===== src/rtl/fd_hazard_ctrl.sv =====
// fd_hazard_ctrl: F/D register and PC enables from load-use stall, taken-branch flush and HLT freeze, with saturating counters
module fd_hazard_ctrl #(
  parameter logic [3:0] OP_LW  = 4'b1000,
  parameter logic [3:0] OP_SW  = 4'b1001,
  parameter logic [3:0] OP_BR  = 4'b1101,
  parameter logic [3:0] OP_HLT = 4'b1111,
  parameter int         CNT_W  = 16
) (
  input  logic             clk,
  input  logic             rst,
  input  logic [15:0]      instr_fd,
  input  logic             dx_mem_read,
  input  logic [3:0]       dx_rd,
  input  logic             branch_taken_d,
  output logic             pc_write,
  output logic             fd_write,
  output logic             fd_flush,
  output logic             dx_bubble,
  output logic             halted,
  output logic [CNT_W-1:0] stall_cycles,
  output logic [CNT_W-1:0] flush_count
);
  typedef enum logic [1:0] {RUN, LU_STALL, HALT} state_t;
  state_t state_q, state_d;
  logic [CNT_W-1:0] stall_q, stall_d, flush_q, flush_d;
  logic [3:0] op;
  logic s1v, s2v, hz;
  always_comb begin
    op = instr_fd[15:12];
    s1v = op != OP_HLT;
    s2v = !(op == OP_LW || op == OP_BR || (op[3] && op != OP_SW));
    hz = state_q == RUN && dx_mem_read && dx_rd != 4'h0 &&
         ((s1v && dx_rd == instr_fd[7:4]) ||
          (s2v && dx_rd == (op[3] ? instr_fd[11:8] : instr_fd[3:0])));
  end
  always_comb begin
    pc_write = 1'b1;
    fd_write = 1'b1;
    fd_flush = 1'b0;
    dx_bubble = 1'b0;
    halted = 1'b0;
    state_d = RUN;
    if (rst) begin
      pc_write = 1'b0;
      fd_write = 1'b0;
      fd_flush = 1'b1;
      dx_bubble = 1'b1;
    end else if (state_q == HALT) begin
      pc_write = 1'b0;
      fd_write = 1'b0;
      dx_bubble = 1'b1;
      halted = 1'b1;
      state_d = HALT;
    end else if (hz) begin
      pc_write = 1'b0;
      fd_write = 1'b0;
      dx_bubble = 1'b1;
      state_d = LU_STALL;
    end else if (op == OP_HLT) begin
      pc_write = 1'b0;
      fd_write = 1'b0;
      state_d = HALT;
    end else if (branch_taken_d) begin
      fd_flush = 1'b1;
    end
    stall_d = rst ? '0 : stall_q + CNT_W'(hz && !(&stall_q));
    flush_d = rst ? '0 : flush_q + CNT_W'(fd_flush && !(&flush_q));
  end
  always_ff @(posedge clk) begin
    if (rst) state_q <= RUN;
    else state_q <= state_d;
    stall_q <= stall_d;
    flush_q <= flush_d;
  end
  assign stall_cycles = stall_q;
  assign flush_count = flush_q;
endmodule


===== config.mk =====
export PLATFORM = sky130hd
export DESIGN_NAME = fd_hazard_ctrl
export DESIGN_NICKNAME = d
export VERILOG_FILES = /design/src/rtl/fd_hazard_ctrl.sv
export SDC_FILE = /design/constraint.sdc
export NUM_CORES = 1
export LEC_CHECK = 0
export CORE_MARGIN = 1.5
export CORE_UTILIZATION = 45
export DETAILED_ROUTE_END_ITERATION = 7
export PLACE_DENSITY = 0.84
export SYNTH_ARGS = -nofsm -noshare
export SYNTH_HDL_FRONTEND = slang
export SYNTH_SLANG_ARGS = --single-unit

===== constraint.sdc =====
create_clock -name clk -period 5.3 [get_ports clk]
set_input_delay 0.795 -clock clk [delete_from_list [all_inputs] [get_ports clk]]
set_output_delay 0.795 -clock clk [all_outputs]
set_load 0.01 [all_outputs]

; Word level (Yosys, flattened, before mapping)
; Index checks and enable logic that the tools add are counted.
[word_totals]
memories = 0
mem_bits_ro = 0
latch_bits = 0
mem_bits_rw = 0
regBits = 34
elab_cells = 51
output_inout_bits = 37
[classes]
bitwise_logic = 0
addsub = 2
div_mod_pow = 0
magnitude_cmp = 0
n_mux = 18
shifts = 0
multipliers = 0
reduce_logical = 19
n_eq_ne = 8
[op_table]
columns = op, count
row1 = $add 16x1->16, 2
row2 = $reduce_and 16->1, 2
row3 = $mux 1, 14
row4 = $eq 4x4->1 const B, 3
row5 = $eq 4x4->1, 2
row6 = $logic_and 1x1->1, 8
row7 = $ne 4x4->1 const B, 2
row8 = $mux 2, 3
row9 = $mux 4, 1
row10 = $reduce_bool 4->1, 1
row11 = $logic_not 1->1, 3
row12 = $logic_or 1x1->1, 3
row13 = $eq 2x2->1 const B, 1
row14 = $logic_not 2->1, 1
row15 = $reduce_or 2->1, 1

; Depth between registers and ports, before layout
; Gate-level depths: netlist of run 1.
[logic_depth]
depth_word = 12
depth_mapped = 12

; Worst setup path after synthesis of run 1
; Ideal clock, no wire load.
[synth_timing]
path_type = input -> register
startpoint = input port instr_fd[13]
endpoint = register stall_q[12] (netlist: stall_cycles[12])
t_arrival_ns = 2.730
setup_slack_ns = 2.500
t_required_ns = 5.229
cell_stages = 10
n_path_buf = 0
cell_sequence = or3b_1 > a2bb2oi_1 > nand3_1 > o21a_1 > nor2_1 > ha_1 > ha_1 > nand2_1 > or3_1 > a21oi_1
[synth_between]
elab_chain_cells = 9
word_cells_on_any_way = 14
classes_between = add/sub (1) / eq/ne (4) / reduce/logical (9)
[synth_rtl]
columns = item, line_no
row1 = from (decl), 11  ; input logic [15:0] instr_fd,
row2 = $eq 4x4->1 / $ne 4x4->1 (equally long branches), 31  ; s2v = !(op == OP_LW || op == OP_BR || (op[3] && op != OP_SW));
row3 = $logic_or 1x1->1 / $logic_and 1x1->1 (equally long branches), 31
row4 = $logic_or 1x1->1, 31
row5 = $logic_not 1->1, 31
row6 = $logic_and 1x1->1, 34  ; (s2v && dx_rd == (op[3] ? instr_fd[11:8] : instr_fd[3:0])));
row7 = $logic_or 1x1->1 (*), 33  ; ((s1v && dx_rd == instr_fd[7:4]) ||
row8 = $logic_and 1x1->1 (*), 32  ; hz = state_q == RUN && dx_mem_read && dx_rd != 4'h0 &&
row9 = $logic_and 1x1->1 (*), 66  ; stall_d = rst ? '0 : stall_q + CNT_W'(hz && !(&stall_q));
row10 = $add 16x1->16 (*), 66
row11 = to (signal assigned), 72  ; stall_q <= stall_d;
row12 = to (decl), 25  ; logic [CNT_W-1:0] stall_q, stall_d, flush_q, flush_d;
; Every way passes the cells marked *; elsewhere a longest branch is shown, timed or not.
; A chain may end at the register's enable or synchronous reset.

; Worst setup path after layout of run 1
[layout_timing]
startpoint = input port instr_fd[15]
endpoint = output port fd_write
[layout_between]
elab_chain_cells = 10
word_cells_on_any_way = 19
classes_between = eq/ne (6) / mux (5) / reduce/logical (8)
[layout_rtl]
columns = item, line_no
row1 = $eq 4x4->1 / $ne 4x4->1 (equally long branches), 31
row2 = $logic_or 1x1->1 / $logic_and 1x1->1 (equally long branches), 31
row3 = $logic_or 1x1->1, 31
row4 = $logic_not 1->1, 31
row5 = $logic_and 1x1->1, 34
row6 = $logic_or 1x1->1, 33
row7 = $logic_and 1x1->1, 32
row8 = $mux 1 (*), 54  ; end else if (hz) begin
row9 = $mux 1 (*), 48  ; end else if (state_q == HALT) begin
row10 = $mux 1 (*), 43  ; if (rst) begin
row11 = to (decl), 16  ; output logic fd_write,
; Marks and branches as above.

==> results of run 1 <==
==> flip-flops by register name (all words and copies together) (netlist names) <==
register,cells
flush_count,16
state_q,2
stall_cycles,16
==> layout make-up <==
cell class,instances,area [um2]
Sequential cell,34,681
Multi-Input combinational cell,156,980
Fill cell,301,1190
Inverter,1,3.75
Tap cell,48,60.1
Timing Repair Buffer,61,608
Clock buffer,8,110
==> metal layers <==
metal  global-route usage, %  vias to the layer above  part of all wire, %
met4                    8.51                        0                  1.9
met1                    22.5                      701                   43
met5                       0                        -                    0
met3                    6.77                        7                  6.5
met2                    32.0                       62                   49
li1                        -                      803                    -
==> tightest hold or removal path, stage by stage (launching register included) <==
cell and delay [ps]:
dfxtp_1 330, o21ai_0 80, a21oi_1 60
==> logic make-up after synthesis <==
kind of cell	after synthesis	share of synthesized area [%]
buffers and inverters	8	2.43
XOR/XNOR	31	16.0
AO/OA/AOI/OAI	13	4.34
AND/OR/NAND/NOR	103	31.3
multiplexers	4	2.35
flip-flops	34	40.0
adder cells (fa/ha/maj)	5	3.68
==> worst max path at each step <==
stage                      start          endpoint
floorplan           instr_fd[13]  stall_cycles[12]
global placement    instr_fd[15]          pc_write
detailed placement  instr_fd[15]          fd_write
CTS                 instr_fd[15]          fd_write
global route        instr_fd[15]          fd_write
finish              instr_fd[15]          fd_write
==> power groups by stage <==
stage | sequential (W) | combinational (W) | clock, W
final | 0.000264 | 0.0000627 | 0.000220
after global routing | 0.000264 | 0.0000693 | 0.000239
after CTS | 0.000264 | 0.0000637 | 0.000225
after detailed placement | 0.000270 | 0.0000633 | 0
after global placement | 0.000270 | 0.0000625 | 0
after floorplan | 0.000270 | 0.0000281 | 0
==> per-stage QoR <==
stage | cells | util (%) | setup slack [ps] | power [W] | area (um2)
after global placement | 300 | 64.2 | 1660 | 0.000332 | 2330
after CTS | 308 | 67.2 | 1600 | 0.000552 | 2440
after floorplan | 198 | - | 2500 | 0.000298 | 1700
after global routing | 308 | 67.2 | 1460 | 0.000573 | 2440
after detailed placement | 300 | 64.2 | 1610 | 0.000333 | 2330
final | 308 | 67.2 | 1620 | 0.000546 | 2440
==> cells in the final DEF (no fill, tap or decap), types with 2 or more instances in the layout <==
master            n
clkdlybuf4s50_1  60
dfxtp_1          34
nor2_1           33
xor2_1           23
nand3_1          18
nand2_1          15
xnor2_1           8
clkbuf_8          8
nand4_1           6
nor2b_1           6
a21oi_1           6
nor3_1            5
ha_1              5
mux2i_1           4
and3_1            4
o21ai_0           4
or3_1             4
and4_1            3
nor4_1            2
==> impl_metrics.toml, run 1 <==
[logic_synthesis]
synth.distinct_cells = 31
yosysWarnings = 0
synth_common_cells = "dfxtp_1, nor2_1, xor2_1, nand3_1, nand2_1"
synthFlopType = "dfxtp_1"
synth-edff-count = 0
ys_seq_elements = 34
synth_top_area_share_pct = 40.0
yosysTopAreaCell = "dfxtp_1"
seq_area_frac_synth_pct = 40.0
avgSynthCellArea_um2 = 8.59
syn_inst = 198
async_reset_ff_share_pct = 0
syn_area_um2 = 1700
synth_area_leaders = "dfxtp_1, xor2_1, nor2_1"
yosysMostFrequentCell = "dfxtp_1"
syn_nets = 227

[critical_path]
cp_common_cell = "clkdlybuf4s50_1"
endpoint_kind = "output port"
critical_path.top_delay_family = "buffers and inverters"
cp_num_buf_inv = 2
regToRegSetupSlack_ps = 2790
crit_chain = "clkdlybuf4s50_1 > mux2i_1 > a2bb2oi_1 > nand3_1 > o21a_1 > and3_1 > clkdlybuf4s50_1"
criticalPathCategory = "input pin to output port"
reg2regPathDepth = 9
r2r_start = "state_q[1]"
crit_fanout = 6
startpoint_type = "input pin"
arrival_ps = 2880
worstPathRequired_ps = 4510
critPathMaxStageDelay_ps = 620
reg2reg_to = "stall_cycles[12]"
crit_path_top_delay_cell = "clkdlybuf4s50_1"
crit_cells = 7

[floorplan]
rows = 22
die_area_um2 = 4160
coreArea_um2 = 3630
dieWidth_um = 64.5
die_h_um = 64.5
io_pins = 61
start_util_pct = 46.8

[clock_network]
clk_pin_slew_ps = 60
cts_made_buffers = 5
cts.sinks = 34
clk_path_buf_depth = 2
htreeDepth = 2
cts_hold_buf = 0
clk_latency_ps = 280
cts_tree = "done"
cts_resized = 0
cts_setup_buffers = 0
clockRootBuffer = "clkbuf_8"

[power_and_ir_drop]
power_frac_clock_pct = 40.2
power.density_nw_per_um2 = 224
netSwitchingFraction_pct = 21.8
seqPwrFrac_pct = 48.3
power.leakage_nw = 0.889
ir_worst_vdd_uv = 110
netSwitchingPower_w = 0.000119
internal-power_w = 0.000427
combPwrFrac_pct = 11.5

[timing]
rsz0062_at_grt = "no"
hold_slack_ps = 510
setup-tns-final_ps = 0
slew_viol_final = 0
finalSetupViolCount = 0
worst_pin_slew_ps = 377
fmax_mhz = 272
period_minus_slack_ps = 3680
maxSlewHeadroom_pct = 74.5
finalHoldViolCount = 0
clock_skew_ps = 2.22
final.period_utilization_pct = 69.4

[job]
cap_violations = 0

[drt]
avgViaCountPerCell = 5.11
routed_wl_um = 3690
drc = 0
wl_per_cell_um = 12.0
ant_nets = 0
first_pass_iters = 4
drt_iter0_drc = 73
num_vias = 1573

[hold_path]
holdPathStages = 2
worst_hold_path_type = "register to register"
holdPathEnd = "stall_cycles[5]"
holdCritStartpoint = "stall_cycles[5]"

[placement]
gp_congestion = 0.768
place.port_buffers = 60
hpwlAfterDp_um = 2790

[grt]
grt_overflow_total = 0
grt_pass1_vias = 1473
antenna_found_initial = 0
grt_pass1_wl_um = 6290
grt_max_degree = 30
grt_usage_pct = 19.3

[cells_and_area]
area_growth_pct = 43.5
final_net_count = 288
drive_gt1_share_pct = 4.62
antenna_cells = 0

[run_status]
status = "completed"
Power figures use the tool's default switching activity.
==> run 2, diff against run 1 <==
--- a/config.mk
+++ b/config.mk
@@ -6,9 +6,9 @@
 export NUM_CORES = 1
 export LEC_CHECK = 0
 export CORE_MARGIN = 1.5
-export CORE_UTILIZATION = 45
+export CORE_UTILIZATION = 44
 export DETAILED_ROUTE_END_ITERATION = 7
-export PLACE_DENSITY = 0.84
+export PLACE_DENSITY = 0.83
 export SYNTH_ARGS = -nofsm -noshare
 export SYNTH_HDL_FRONTEND = slang
 export SYNTH_SLANG_ARGS = --single-unit
==> constraint.sdc (replaced) <==
create_clock -name clk -period 3.85 [get_ports clk]
set_input_delay 0.5775 -clock clk [delete_from_list [all_inputs] [get_ports clk]]
set_output_delay 0.5775 -clock clk [all_outputs]
set_load 0.01 [all_outputs]
==> impl_metrics.toml, run 2 (synthesis gave the netlist of run 1 again) <==
[run_status]
status = "completed"

[timing]
finalSetupViolCount = 0
rsz0062_at_grt = "no"
period_minus_slack_ps = 3260
finalHoldViolCount = 0
worst_pin_slew_ps = 379
maxSlewHeadroom_pct = 74.4
setup-tns-final_ps = 0
final.period_utilization_pct = 84.8
slew_viol_final = 0
fmax_mhz = 306
clock_skew_ps = 5.87

[job]
cap_violations = 0

[cells_and_area]
final_core_util_pct = 65.9
drive_gt1_share_pct = 4.60
nFillCells = 314
postLayoutCellArea_um2 = 2430
final_common_cell = "clkdlybuf4s50_1"
area_growth_pct = 42.9
final_net_count = 289
layout_common_cells = "clkdlybuf4s50_1, dfxtp_1, nor2_1, xor2_1, nand3_1"
seq_area_um2 = 681
multi_input_area_um2 = 980
antenna_cells = 0

[critical_path]
startpoint_type = "input pin"
worstPathRequired_ps = 3270
arrival_ps = 2690
cp-startpoint = "instr_fd[15]"
reg2regPathDepth = 9
crit_fanout = 6
reg2reg_to = "stall_cycles[12]"
endpoint_kind = "output port"
regToRegSetupSlack_ps = 1410
criticalPathCategory = "input pin to output port"
r2r_start = "state_q[1]"

[clock_network]
cts_setup_buffers = 0
cts.sinks = 34
cts_resized = 0
clk_path_buf_depth = 2
clk_latency_ps = 270
clockRootBuffer = "clkbuf_8"
cts_tree = "done"
clk_pin_slew_ps = 70
cts_hold_buf = 0
cts_made_buffers = 5
htreeDepth = 2

[hold_path]
holdCritStartpoint = "stall_cycles[5]"
holdPathStages = 2
worst_hold_path_type = "register to register"
holdPathEnd = "stall_cycles[5]"

[drt]
avgViaCountPerCell = 5.03
first_pass_iters = 4
wl_per_cell_um = 11.7
drc = 0
routed_wl_um = 3620
drt_iter0_drc = 62
num_vias = 1553
ant_nets = 0

[floorplan]
die_area_um2 = 4250
io_pins = 61
die_h_um = 65.2
dieWidth_um = 65.2
coreArea_um2 = 3690
rows = 22
start_util_pct = 46.1

[power_and_ir_drop]
power.density_nw_per_um2 = 294
ir_worst_vdd_uv = 180
power.leakage_nw = 0.885

[placement]
gp_congestion = 0.779
place.port_buffers = 60
postPlaceCellArea_um2 = 2340
hpwlAfterDp_um = 2860

[grt]
grt_pass1_wl_um = 6090
grt_usage_pct = 18.0
grt_overflow_total = 0
grt_max_degree = 20
antenna_found_initial = 0
grt_pass1_vias = 1411
[run 2: worst max-delay path by stage]
stage                        to  slack (ps)  cells past startpoint
6_report               pc_write         590                      7
3_5_place_dp   stall_cycles[12]         510                     11
4_1_cts                pc_write         580                      7
2_1_floorplan  stall_cycles[12]        1270                     10
5_1_grt                pc_write         400                      7
3_3_place_gp   stall_cycles[12]         620                     11
[run 2: per-layer routing]
layer | wire length, um | track usage, %
met5 | 0 | 0
met4 | 27 | 5.73
met3 | 198 | 5.48
met2 | 1700 | 29.6
met1 | 1690 | 22.6
[run 2: final cells by class]
class                   count  area share [%]
clock buffers               7            3.55
clock inverters             1           0.206
inverters                   1           0.154
multi-input cells         156            40.3
flip-flops and latches     34            28.0
well taps                  48            2.47
repair buffers             62            25.3
[run 2: through the flow]
stage	total power, W	worst slack (ps)	cells	hold WS [ps]
after floorplan	0.000410	1270	198	499
after CTS	0.000723	577	309	505
after global routing	0.000746	401	309	534
after global placement	0.000459	624	301	492
after detailed placement	0.000460	507	301	495
final	0.000715	586	309	506
[run 2: where the power goes]
part,switching (W),internal [W]
Combinational,0.0000373,0.0000522
Sequential,0.00000651,0.000357
Clock,0.000118,0.000144
Total,0.000162,0.000553
[run 2: worst max-delay path, stage by stage]
cell and delay (ps):
clkdlybuf4s50_1 630, mux2i_1 270, xor2_1 180, nand3_1 120, o21a_1 240, and3_1 200
clkdlybuf4s50_1 480
==> run 3, diff against run 2 <==
==> constraint.sdc (replaced) <==
create_clock -name clk -period 3.4 [get_ports clk]
set_input_delay 0.51 -clock clk [delete_from_list [all_inputs] [get_ports clk]]
set_output_delay 0.51 -clock clk [all_outputs]
set_load 0.01 [all_outputs]
==> impl_metrics.toml, run 3 (synthesis gave the netlist of run 1 again) <==
[cells_and_area]
nFillCells = 316
area_growth_pct = 43.3
antenna_cells = 0
layout_common_cells = "clkdlybuf4s50_1, dfxtp_1, nor2_1, xor2_1, nand3_1"
drive_gt1_share_pct = 4.96
final_common_cell = "clkdlybuf4s50_1"
postLayoutCellArea_um2 = 2440
final_core_util_pct = 66.1
stdcell_count = 310
final_net_count = 290

[timing]
slew_viol_final = 0
period_minus_slack_ps = 3140
worst_pin_slew_ps = 385
finalSetupViolCount = 0
final.period_utilization_pct = 92.2
setup-tns-final_ps = 0
finalHoldViolCount = 0
clock_skew_ps = 3.55
rsz0062_at_grt = "no"
fmax_mhz = 319
maxSlewHeadroom_pct = 74.0

[critical_path]
crit_chain = "clkdlybuf4s50_1 > mux2i_1 > xor2_1 > nand3_1 > o21a_1 > and3_1 > clkdlybuf4s50_1"
cp_common_cell = "clkdlybuf4s50_1"
r2r_start = "state_q[1]"
cp-startpoint = "instr_fd[15]"
cp_num_buf_inv = 2
worstPathRequired_ps = 2890
startpoint_type = "input pin"
criticalPathCategory = "input pin to output port"
crit_path_top_delay_cell = "clkdlybuf4s50_1"
crit_fanout = 6
arrival_ps = 2630
endpoint_kind = "output port"
critical_path.top_delay_family = "buffers and inverters"
critPathMaxStageDelay_ps = 630

[power_and_ir_drop]
power.leakage_nw = 0.890
netSwitchingFraction_pct = 22.8
netSwitchingPower_w = 0.000185
ir_worst_vdd_uv = 211
internal-power_w = 0.000626
power.density_nw_per_um2 = 332
seqPwrFrac_pct = 50.7
combPwrFrac_pct = 12.2
power_frac_clock_pct = 37.1

[drt]
ant_nets = 0
wl_met2_um = 1690
num_vias = 1572
wl_met1_um = 1560
first_pass_iters = 4
routed_wl_um = 3510
wl_per_cell_um = 11.3
dr.max_layer_used = "met4"
dr_wl_met3_um = 228
drc = 0
avgViaCountPerCell = 5.07
drt_iter0_drc = 55

[floorplan]
die_h_um = 65.2
dieWidth_um = 65.2
io_pins = 61
die_area_um2 = 4250
start_util_pct = 46.1
coreArea_um2 = 3690
rows = 22

[clock_network]
clockRootBuffer = "clkbuf_8"
clk_path_buf_depth = 2
clk_pin_slew_ps = 70
clk_latency_ps = 280
cts.sinks = 34
cts_hold_buf = 0
cts_tree = "done"
cts_resized = 0
cts_made_buffers = 5
cts_setup_buffers = 0
htreeDepth = 2

[hold_path]
holdCritStartpoint = "stall_cycles[5]"
worst_hold_path_type = "register to register"

[grt]
grt_pass1_vias = 1428
grt_max_degree = 21
grt_overflow_total = 0
grt_usage_pct = 17.9
antenna_found_initial = 0
grt_pass1_wl_um = 5910

[placement]
place.port_buffers = 60
gp_congestion = 0.829
postPlaceCellArea_um2 = 2350
hpwlAfterDp_um = 2730
placed_cells = 302

[job]
cap_violations = 0

[run_status]
status = "completed"
-- run 3: cell types whose count changed in the layout (fill, tap and decap cells not counted) --
cell,previous run,this run
buf_4,2,3
-- run 3: final timing paths --
path	end	slack [ps]	cells past startpoint
max reg2reg	stall_cycles[12]	1060	9
min reg2reg	stall_cycles[5]	510	2
min	stall_cycles[5]	510	2
max	pc_write	260	7
-- run 3: worst reg2reg max path: stages (launching register included) --
cell and delay, ps:
dfxtp_1 320, nor4b_1 400, nand3_1 150, o21a_1 240, nor2_1 110, ha_1 180
ha_1 280, nand2_1 130, or3_1 320, a21oi_1 140
-- run 3: per-layer routing --
metal  GRT usage, %  vias up
met3           6.34        4
met2           30.5       49
met1           20.6      714
met4           6.51        0
met5              0        -
li1               -      805
-- run 3: cell type report --
type | instances | area, um2 | share of cell area, %
inverters | 1 | 3.75 | 0.154
clock inverters | 1 | 5.00 | 0.205
multi-input cells | 156 | 980 | 40.2
well taps | 48 | 60.1 | 2.46
clock buffers | 7 | 86.3 | 3.54
flip-flops and latches | 34 | 681 | 27.9
repair buffers | 63 | 623 | 25.6
-- run 3: power groups by stage --
stage | Sequential, W | Combinational (W) | Clock [W]
after floorplan | 0.000421 | 0.0000439 | 0
after global placement | 0.000420 | 0.0000983 | 0
after detailed placement | 0.000420 | 0.0000996 | 0
after CTS | 0.000412 | 0.000100 | 0.000308
after global routing | 0.000412 | 0.000108 | 0.000327
final | 0.000411 | 0.0000989 | 0.000300
-- run 3: metrics by stage --
step	worst slack, ps	power [W]	hold slack (ps)
6_report	264	0.000811	506
5_1_grt	122	0.000847	566
4_1_cts	248	0.000820	511
3_5_place_dp	205	0.000520	502
3_3_place_gp	282	0.000519	493
2_1_floorplan	885	0.000465	499
